### src/rtl/mux_sel_sweeper.sv
// rtl/mux_sel_sweeper.sv - select-code sweeper and truth-table checker for an 8:1 mux
module mux_sel_sweeper #(
    parameter int          SETTLE   = 1,
    parameter logic [7:0]  EXPECTED = 8'hC9
) (
    input  logic       clk,
    input  logic       rst_n,
    input  logic       start,
    input  logic       abort,
    input  logic       mux_out,
    output logic       S0,
    output logic       S1,
    output logic       S2,
    output logic       busy,
    output logic [7:0] result,
    output logic       result_valid,
    input  logic       result_ready,
    output logic       mismatch,
    output logic [7:0] pass_cnt
);

    typedef enum logic [1:0] {IDLE, DRIVE, DONE} state_t;

    localparam logic [3:0] SETTLE_H = 4'(SETTLE);

    state_t     state;
    logic [2:0] k;
    logic [3:0] h;
    logic [7:0] word;

    // Word as it stands once the current code's sample is folded in.
    always_comb begin
        word    = result;
        word[k] = mux_out;
    end

    // k is forced to 0 outside DRIVE, so the selects come straight from a register.
    assign {S2, S1, S0} = k;

    always_ff @(posedge clk or negedge rst_n) begin
        if (!rst_n) begin
            state        <= IDLE;
            k            <= 3'd0;
            h            <= 4'd0;
            busy         <= 1'b0;
            result       <= 8'd0;
            result_valid <= 1'b0;
            mismatch     <= 1'b0;
            pass_cnt     <= 8'd0;
        end else begin
            case (state)
                IDLE: begin
                    if (start) begin
                        k      <= 3'd0;
                        h      <= 4'd0;
                        result <= 8'd0;
                        busy   <= 1'b1;
                        state  <= DRIVE;
                    end
                end
                DRIVE: begin
                    if (abort) begin
                        state <= IDLE;
                        busy  <= 1'b0;
                        k     <= 3'd0;
                        h     <= 4'd0;
                    end else if (h != SETTLE_H) begin
                        h <= h + 4'd1;
                    end else begin
                        h      <= 4'd0;
                        result <= word;
                        if (k != 3'd7) begin
                            k <= k + 3'd1;
                        end else begin
                            k            <= 3'd0;
                            state        <= DONE;
                            busy         <= 1'b0;
                            result_valid <= 1'b1;
                            mismatch     <= (word != EXPECTED);
                        end
                    end
                end
                DONE: begin
                    if (result_ready) begin
                        result_valid <= 1'b0;
                        mismatch     <= 1'b0;
                        state        <= IDLE;
                        if (!mismatch && pass_cnt != 8'd255) begin
                            pass_cnt <= pass_cnt + 8'd1;
                        end
                    end
                end
                default: begin
                    state <= IDLE;
                end
            endcase
        end
    end

endmodule

### config.mk
export PLATFORM = sky130hd
export DESIGN_NAME = mux_sel_sweeper
export DESIGN_NICKNAME = d
export VERILOG_FILES = /design/src/rtl/mux_sel_sweeper.sv
export SDC_FILE = /design/constraint.sdc
export NUM_CORES = 1
export LEC_CHECK = 0
export ABC_AREA = 1
export ABC_CLOCK_PERIOD_IN_PS = 3900
export CAP_MARGIN = 15
export CORE_MARGIN = 5
export CORE_UTILIZATION = 57
export DETAILED_ROUTE_END_ITERATION = 16
export PLACE_DENSITY = 0.85
export RECOVER_POWER = 50
export SETUP_SLACK_MARGIN = 0.1
export SKIP_LAST_GASP = 1
export SYNTH_ARGS = -nofsm -noshare
export SYNTH_HDL_FRONTEND = slang
export SYNTH_SLANG_ARGS = --single-unit
export TNS_END_PERCENT = 1
### constraint.sdc
create_clock -name clk -period 3.9 [get_ports clk]
set_clock_uncertainty 0.15 [all_clocks]
set_input_delay 0.78 -clock clk [delete_from_list [all_inputs] [get_ports clk]]
set_output_delay 0.78 -clock clk [all_outputs]
set_load 0.005 [all_outputs]
==> results of run 1 <==
worst paths after layout:
check / start / to / slack [ps] / cells after the start
max in group asynchronous: rst_n / result[2]$_DFFE_PN0P_ / 1610 / 2
max: k[1]$_DFFE_PN0P_ / S1 / 1430 / 1
min: result_valid$_DFFE_PN0P_ / result_valid$_DFFE_PN0P_ / 360 / 2
min reg2reg: result_valid$_DFFE_PN0P_ / result_valid$_DFFE_PN0P_ / 360 / 2
min in group asynchronous: rst_n / h[0]$_DFFE_PN0P_ / 1160 / 2
max reg2reg: h[1]$_DFFE_PN0P_ / result[5]$_DFFE_PN0P_ / 1830 / 8
final cells by class:
class | instances | area, µm² | share of cell area (%)
multi-input cells | 151 | 800.8 | 41.50
flip-flops and latches | 28 | 700.7 | 36.32
repair buffers | 28 | 274.0 | 14.20
inverters | 24 | 92.59 | 4.799
well taps | 31 | 38.79 | 2.010
clock buffers | 3 | 22.52 | 1.167
kinds of logic after synthesis:
family,share of synthesized area [%]
fa+ha+maj,3.737
simple gates,33.26
flops,41.85
xor+xnor,3.139
compound gates,10.76
buf+inv,7.250
cells in the final DEF (no fill, tap or decap), drive strengths merged, types with 2 or more instances in the layout:
cell and count:
nand2 71, dfrtp 28, clkdlybuf4s50 25, nand3 22, inv 22, o21ai 20
nor2 11, nand4 5, ha 5, nor3 5, xor2 4, clkbuf 4
clkinv 2, xnor2 2, o31ai 2, dlygate4sd3 2, a21oi 2
per-stage QoR:
step / utilization [%] / setup slack (ps)
after CTS: 71.35 / 1426
after global routing: 69.37 / 1183
after global placement: 70.54 / 1702
after detailed placement: 70.54 / 1649
final: 69.37 / 1435
after floorplan: - / 2241
where the power goes:
part           total, mW  internal (mW)  switching, mW  leakage, nW
Clock              0.116         0.0362         0.0796       0.0138
Combinational      0.374          0.148          0.226        0.507
Sequential         0.393          0.334         0.0590        0.375
sequential cells by signal (all words and copies together), names as in the netlist:
name / flops
pass_cnt: 8
busy: 1
k: 3
result_valid: 1
h: 4
result: 8
state: 2
mismatch: 1
routing by layer:
layer / up-vias / global-route usage (%)
li1: 729 / -
met4: 0 / 5.852
met2: 33 / 27.26
met3: 4 / 2.802
met1: 640 / 22.44
met5: - / 0
==> impl_metrics.py, run 1 <==
metrics = {
    "timing": {
        "setup_tns_ps": 0,
        "rsz0062_at_grt": "no",
        "slew_headroom_pct": 3.548,
        "setup_viol_count_final": 0,
        "fmax_ghz": 0.4056,
        "hold_viol_final": 0,
        "fin_hold_ws_ps": 356.6,
        "period_needed_ps": 2465,
        "tightestPinTransition_ps": 1447,
        "period_share_pct": 63.21,
        "maxSlewViolCount": 0,
    },
    "synth": {
        "syn_nets": 218,
        "synth_common_cells": "nand2_1 (61), dfrtp_1 (28), nand3_1 (20)",
        "synth-edff-count": 0,
        "syn_area_mm2": 0.001674,
        "syn_inst": 207,
        "synth_ff_type": "dfrtp_1",
        "synth_largest_area_cell": "dfrtp_1",
        "yosysWarnings": 0,
        "yosysMostFrequentCell": "nand2_1",
        "synth-seq-cells": 28,
        "ys_seq_area_share_pct": 41.85,
        "synth_top_area_share_pct": 41.85,
        "avgSynthCellArea_um2": 8.087,
        "async_reset_ff_share_pct": 100.0,
        "ys_types": 31,
        "ys_top_cells_by_area": "dfrtp_1 (42%), nand2_1 (14%), nand3_1 (6.0%)",
    },
    "critical_path": {
        "cp_cell_sequence": "clkdlybuf4s50_1",
        "path_delay_family": "flip-flops",
        "slowest_delay_ps": 630,
        "path_max_fanout": 13,
        "critical_path.slowest_cell": "dfrtp_1",
        "cp_num_buf_inv": 1,
        "cp-end-kind": "primary output",
        "arrival_ps": 1540,
        "path_class": "register to primary output",
        "start_kind": "register",
        "required_ps": 2970,
    },
    "cts": {
        "cts.sinks": 28,
        "post_cts_buffers": 0,
        "clock_path_buffers": 2,
        "htreeDepth": 1,
        "root_buffer": "clkbuf_4",
        "cts-resized-gates": 0,
        "numCtsBuffers": 3,
        "postCtsHoldBufs": 0,
        "clk_pin_slew_ps": 140,
        "clk_latency_ps": 320,
        "cts_tree": "built",
    },
    "drt": {
        "drtIter0Drc": 52,
        "vias_per_cell": 5.306,
        "vias": 1406,
        "met1_length_um": 1554,
        "drtAntennaViolNets": 0,
        "drcViolationCount": 0,
        "wl_met3_um": 129,
        "wl_per_cell_um": 11.97,
        "drt_pre_antenna_iters": 4,
        "wl_met2_um": 1455,
        "routed_wl_um": 3172,
        "top_layer_used": "met4",
    },
    "floorplanning": {
        "core_mm2": 0.002781,
        "die_area_mm2": 0.004121,
        "die_w_um": 64.20,
        "initial_core_util_pct": 60.19,
        "placementRows": 19,
        "ios": 28,
        "die_h_um": 64.20,
    },
    "placement": {
        "portBuffers": 27,
        "dp_cells": 262,
        "hpwlAfterDp_um": 2418,
        "gp_congestion": 0.8888,
        "placed_cell_area_mm2": 0.001962,
    },
    "power_and_ir_drop": {
        "p_leak_nw": 0.8955,
        "power_mw": 0.8833,
        "vdd_drop_max_v": 0.0004620,
        "powerDensity_mw_per_mm2": 457.8,
    },
    "global_routing": {
        "grt_max_degree": 29,
        "grt_use_total_pct": 16.73,
        "grt_pass1_wl_um": 5664,
        "overflow": 0,
        "grt_antenna_before_repair": 0,
        "grt_pass1_vias": 1294,
    },
    "flow_run": {
        "cap_violations": 0,
    },
    "hold_path": {
        "hold_path_class": "register to register",
    },
    "finish": {
        "layout-drive-gt1-share_pct": 12.39,
        "num-fill-cells": 237,
        "n_antenna_cell": 0,
        "areaGrowthSynthToFinish_pct": 15.25,
        "finalNonFillerCells": 265,
        "final_nets": 247,
        "postLayoutCellArea_mm2": 0.001929,
    },
    "run_status": {
        "outcome": "finished clean",
    },
}
(Power assumes the default switching activity.)
==> inputs of run 2 (changes only) <==
ABC_CLOCK_PERIOD_IN_PS = 2100   (was 3900)
CORE_UTILIZATION = 47   (was 57)
PLACE_DENSITY = 0.75   (was 0.85)
clock period = 2.1 ns   (was 3.9 ns; I/O delays follow)
==> run 2 against run 1 <==
Compared with the run above:
- via count up 0.64%
- first-iteration DRC count up 42%
- non-clock buffer count up 1
- critical path depth unchanged
- combinational power up 100%
- total power up 92%
==> impl_metrics.py, run 2 (synthesis results as in run 1) <==
metrics = {
    "cts": {
        "clk_latency_ps": 330,
        "postCtsHoldBufs": 0,
        "clock_path_buffers": 2,
        "cts.sinks": 28,
        "htreeDepth": 1,
        "cts_tree": "built",
        "root_buffer": "clkbuf_4",
        "clk_pin_slew_ps": 150,
        "numCtsBuffers": 3,
    },
    "critical_path": {
        "start_kind": "register",
        "r2r_cells": 7,
        "arrival_ps": 1390,
        "r2r_setup_slack_ps": 320,
        "cp_num_buf_inv": 1,
        "r2r_start": "state[0]$_DFFE_PN0P_",
        "required_ps": 1530,
        "cp-end-kind": "primary output",
        "path_max_fanout": 11,
        "cp_cell_sequence": "clkdlybuf4s50_1",
        "path_class": "register to primary output",
        "r2r-end": "k[1]$_DFFE_PN0P_",
        "path_delay_family": "buffers and inverters",
        "critical_path.slowest_cell": "clkdlybuf4s50_1",
        "slowest_delay_ps": 540,
    },
    "flow_run": {
        "cap_violations": 0,
    },
    "finish": {
        "n_antenna_cell": 0,
        "areaGrowthSynthToFinish_pct": 18.91,
        "fin_util_pct": 58.73,
        "postLayoutCellArea_mm2": 0.001991,
        "top_regs": "pass_cnt (8), result (8), h (4)",
        "finalNonFillerCells": 281,
        "final_common_cell": "nand2_1",
        "layout-drive-gt1-share_pct": 15.32,
        "final_nets": 248,
        "final_cell_mix": "nand2_1 (63), clkdlybuf4s50_1 (26), dfrtp_1 (25), nand3_1 (21), inv_1 (15)",
    },
    "floorplanning": {
        "placementRows": 21,
        "die_w_um": 69.68,
        "ios": 28,
        "core_mm2": 0.003390,
        "initial_core_util_pct": 49.39,
        "die_h_um": 69.68,
        "die_area_mm2": 0.004855,
    },
    "timing": {
        "hold_viol_final": 0,
        "maxSlewViolCount": 0,
        "setup_viol_count_final": 0,
        "period_needed_ps": 1964,
        "fin_hold_ws_ps": 349.1,
        "tightestPinTransition_ps": 686.8,
        "setup_tns_ps": 0,
        "rsz0062_at_grt": "yes",
        "fmax_ghz": 0.5091,
        "period_share_pct": 93.53,
        "slew_headroom_pct": 54.21,
    },
    "global_routing": {
        "grt_pass1_wl_um": 6099,
        "overflow": 0,
        "grt_max_degree": 29,
        "grt_antenna_before_repair": 0,
        "grt_pass1_vias": 1391,
        "grt_use_total_pct": 15.20,
    },
    "placement": {
        "gp_congestion": 0.9011,
        "portBuffers": 27,
        "hpwlAfterDp_um": 2533,
        "dp_cells": 277,
        "placed_cell_area_mm2": 0.001981,
    },
    "hold_path": {
        "hp-start": "result_valid$_DFFE_PN0P_",
        "holdPathStages": 2,
        "min_to": "result_valid$_DFFE_PN0P_",
        "hold_path_class": "register to register",
    },
    "drt": {
        "vias": 1415,
        "drt_pre_antenna_iters": 4,
        "routed_wl_um": 3335,
        "drtAntennaViolNets": 0,
        "vias_per_cell": 5.036,
        "drtIter0Drc": 74,
        "wl_per_cell_um": 11.87,
        "drcViolationCount": 0,
    },
    "power_and_ir_drop": {
        "vdd_drop_max_v": 0.0004200,
        "powerDensity_mw_per_mm2": 850.5,
        "p_leak_nw": 0.9118,
    },
    "run_status": {
        "outcome": "finished clean",
    },
}
run 2: worst max-delay path by stage:
stage	from	slack, ps	end	cells past startpoint
final	k[0]$_DFFE_PN0P_	140	S0	1
after global routing	k[2]$_DFFE_PN0P_	50	S2	1
after CTS	k[0]$_DFFE_PN0P_	20	S0	1
after detailed placement	result_ready	190	pass_cnt[5]$_DFFE_PN0P_	8
after global placement	result_ready	210	pass_cnt[5]$_DFFE_PN0P_	8
after floorplan	h[1]$_DFFE_PN0P_	600	result[2]$_DFFE_PN0P_	8
run 2: worst min-delay path, cell delays in order (launching register included):
cell and delay (ps):
dfrtp_1 370, nand2_1 50, nand2_1 50
run 2: through the flow:
stage | power, mW | worst slack [ps]
2_1_floorplan | 1.285 | 604.6
3_3_place_gp | 1.495 | 208.7
3_5_place_dp | 1.503 | 187.4
4_1_cts | 1.736 | 20.85
5_1_grt | 1.845 | 52.78
6_report | 1.693 | 135.9
run 2: routing by layer:
metal / part of all wire (%) / vias to the layer above / GRT usage [%]
li1: - / 730 / -
met1: 51 / 649 / 20.09
met2: 45 / 34 / 25.00
met3: 3.7 / 2 / 2.754
met4: 1.2 / 0 / 5.106
met5: 0 / - / 0
run 2: cell type report:
cell class / count / area [µm²]
Clock buffer: 3 / 22.52
Sequential cell: 28 / 704.4
Inverter: 24 / 92.59
Multi-Input combinational cell: 151 / 830.8
Fill cell: 300 / 1399
Timing Repair Buffer: 29 / 282.8
Tap cell: 46 / 57.56
run 2: what timing repair did:
action / 4_1_cts / 5_1_grt
setup buffers: 0 / 1
resized for setup: 2 / 1
setup endpoints to repair: 3 / 3
run 2: power by group:
part | switching (mW) | internal [mW]
sequential | 0.0959 | 0.624
clock | 0.154 | 0.0674
combinational | 0.464 | 0.289
total | 0.713 | 0.980
==> inputs of run 3 (changes only) <==
GPL_TIMING_DRIVEN = 0   (was default)
==> run 3 against run 2 <==
Compared with the run above:
- via count down 0.49%
- count of clock-buffer cells in the layout unchanged
- total power up 8.4%
- cell count up 1.4%
- critical path type unchanged
==> impl_metrics.py, run 3 (synthesis results as in run 1) <==
metrics = {
    "timing": {
        "setup_viol_count_final": 0,
        "hold_viol_final": 0,
        "period_needed_ps": 1881,
        "rsz0062_at_grt": "no",
        "tightestPinTransition_ps": 653.5,
        "maxSlewViolCount": 0,
        "period_share_pct": 89.57,
        "setup_ws_ps": 219.1,
        "slew_headroom_pct": 56.29,
        "setup_tns_ps": 0,
        "fmax_ghz": 0.5317,
    },
    "power_and_ir_drop": {
        "seq_power_share_pct": 38.7,
        "power_switching_mw": 0.7062,
        "internal-power_mw": 1.128,
        "combPwrFrac_pct": 42.0,
        "switching_share_pct": 38.49,
        "p_leak_nw": 0.9496,
        "powerDensity_mw_per_mm2": 897.8,
        "clock_power_share_pct": 19.3,
        "vdd_drop_max_v": 0.0005707,
    },
    "finish": {
        "layout-drive-gt1-share_pct": 15.48,
        "final_nets": 251,
        "final_cell_mix": "nand2_1 (63), dfrtp_1 (28), clkdlybuf4s50_1 (26), nand3_1 (20), inv_1 (13)",
        "top_regs": "pass_cnt (8), result (8), h (4)",
        "areaGrowthSynthToFinish_pct": 22.05,
        "final_common_cell": "nand2_1",
        "n_antenna_cell": 0,
        "seq_area_um2": 700.7,
        "num-fill-cells": 323,
        "multi_input_area_um2": 813.3,
    },
    "drt": {
        "vias": 1408,
        "wl_per_cell_um": 11.75,
        "routed_wl_um": 3350,
        "drtIter0Drc": 58,
        "vias_per_cell": 4.940,
        "drtAntennaViolNets": 0,
        "drt_pre_antenna_iters": 4,
        "drcViolationCount": 0,
    },
    "critical_path": {
        "r2r_cells": 8,
        "slowest_delay_ps": 530,
        "cp_cell_sequence": "clkdlybuf4s50_1",
        "path_class": "register to primary output",
        "cp_num_buf_inv": 1,
        "path_delay_family": "buffers and inverters",
        "r2r_start": "h[1]$_DFFE_PN0P_",
        "cp-end-kind": "primary output",
        "arrival_ps": 1310,
        "path_max_fanout": 5,
        "path_depth": 1,
        "start_kind": "register",
        "startpoint": "pass_cnt[2]$_DFFE_PN0P_",
        "required_ps": 1530,
        "critical_path.slowest_cell": "clkdlybuf4s50_1",
    },
    "cts": {
        "clk_latency_ps": 330,
        "clk_pin_slew_ps": 150,
        "post_cts_buffers": 0,
        "clock_path_buffers": 2,
        "cts_tree": "built",
        "root_buffer": "clkbuf_4",
        "htreeDepth": 1,
        "cts.sinks": 28,
        "postCtsHoldBufs": 0,
        "numCtsBuffers": 3,
        "cts-resized-gates": 0,
    },
    "global_routing": {
        "overflow": 0,
        "grt_use_total_pct": 14.70,
        "grt_max_degree": 18,
        "grt_pass1_wl_um": 5927,
        "grt_antenna_before_repair": 0,
        "grt_pass1_vias": 1390,
    },
    "hold_path": {
        "holdPathStages": 2,
        "hp-start": "result_valid$_DFFE_PN0P_",
        "hold_path_class": "register to register",
    },
    "placement": {
        "post-place-ws_ps": 166.1,
        "gp_congestion": 0.8622,
        "hpwlAfterDp_um": 2656,
        "portBuffers": 27,
    },
    "floorplanning": {
        "die_h_um": 69.68,
        "placementRows": 21,
        "die_w_um": 69.68,
        "ios": 28,
        "die_area_mm2": 0.004855,
        "core_mm2": 0.003390,
        "initial_core_util_pct": 49.39,
    },
    "run_status": {
        "outcome": "finished clean",
    },
    "flow_run": {
        "cap_violations": 0,
    },
}
[run 3: path summary, 6_finish.rpt]
kind / end / slack [ps]
min in group asynchronous: busy$_DFFE_PN0P_ / 390
worst min-delay path: result_valid$_DFFE_PN0P_ / 370
worst max register to register: result[2]$_DFFE_PN0P_ / 280
max in group asynchronous: result[3]$_DFFE_PN0P_ / 910
worst min register to register: result_valid$_DFFE_PN0P_ / 370
worst max-delay path: pass_cnt[2] / 220
[run 3: area by class of cell]
class / instances / share of cell area (%)
buffer: 4 / 1.408
clock buffer: 3 / 1.102
clock inverter: 1 / 1.470
inverter: 24 / 4.532
multi-input combinational: 151 / 39.80
sequential: 28 / 34.29
tap: 46 / 2.817
timing repair buffer: 28 / 14.57
[run 3: layer usage]
layer	wire, µm	share of wire [%]	vias up	GRT usage, %
li1	-	-	736	-
met1	1610	48	636	18.62
met2	1572	47	34	25.21
met3	131	3.9	2	2.029
met4	36	1.1	0	5.745
met5	0	0	-	0
[run 3: power groups by stage]
stage,clock network (mW),registers (mW),logic [mW]
2_1_floorplan,0,0.709,0.576
3_3_place_gp,0,0.719,0.816
3_5_place_dp,0,0.719,0.836
4_1_cts,0.365,0.711,0.837
5_1_grt,0.378,0.727,0.873
6_report,0.355,0.709,0.771
[run 3: worst min-delay path: cells and delay by family (launching register included)]
family / cells / cell delay, ps
flip-flops: 1 / 390
AND/OR/NAND/NOR: 2 / 110
[run 3: through the flow]
stage | cells | power [mW] | area (µm²) | hold WS, ps | utilization (%)
3_3_place_gp | 280 | 1.535 | 2002 | 322.6 | 59.06
3_5_place_dp | 281 | 1.555 | 2029 | 329.5 | 59.87
5_1_grt | 285 | 1.977 | 2043 | 414.9 | 60.28
6_report | 285 | 1.834 | 2043 | 366.8 | 60.28
2_1_floorplan | 207 | 1.285 | 1674 | -25.59 | -
4_1_cts | 285 | 1.913 | 2082 | 327.3 | 61.42
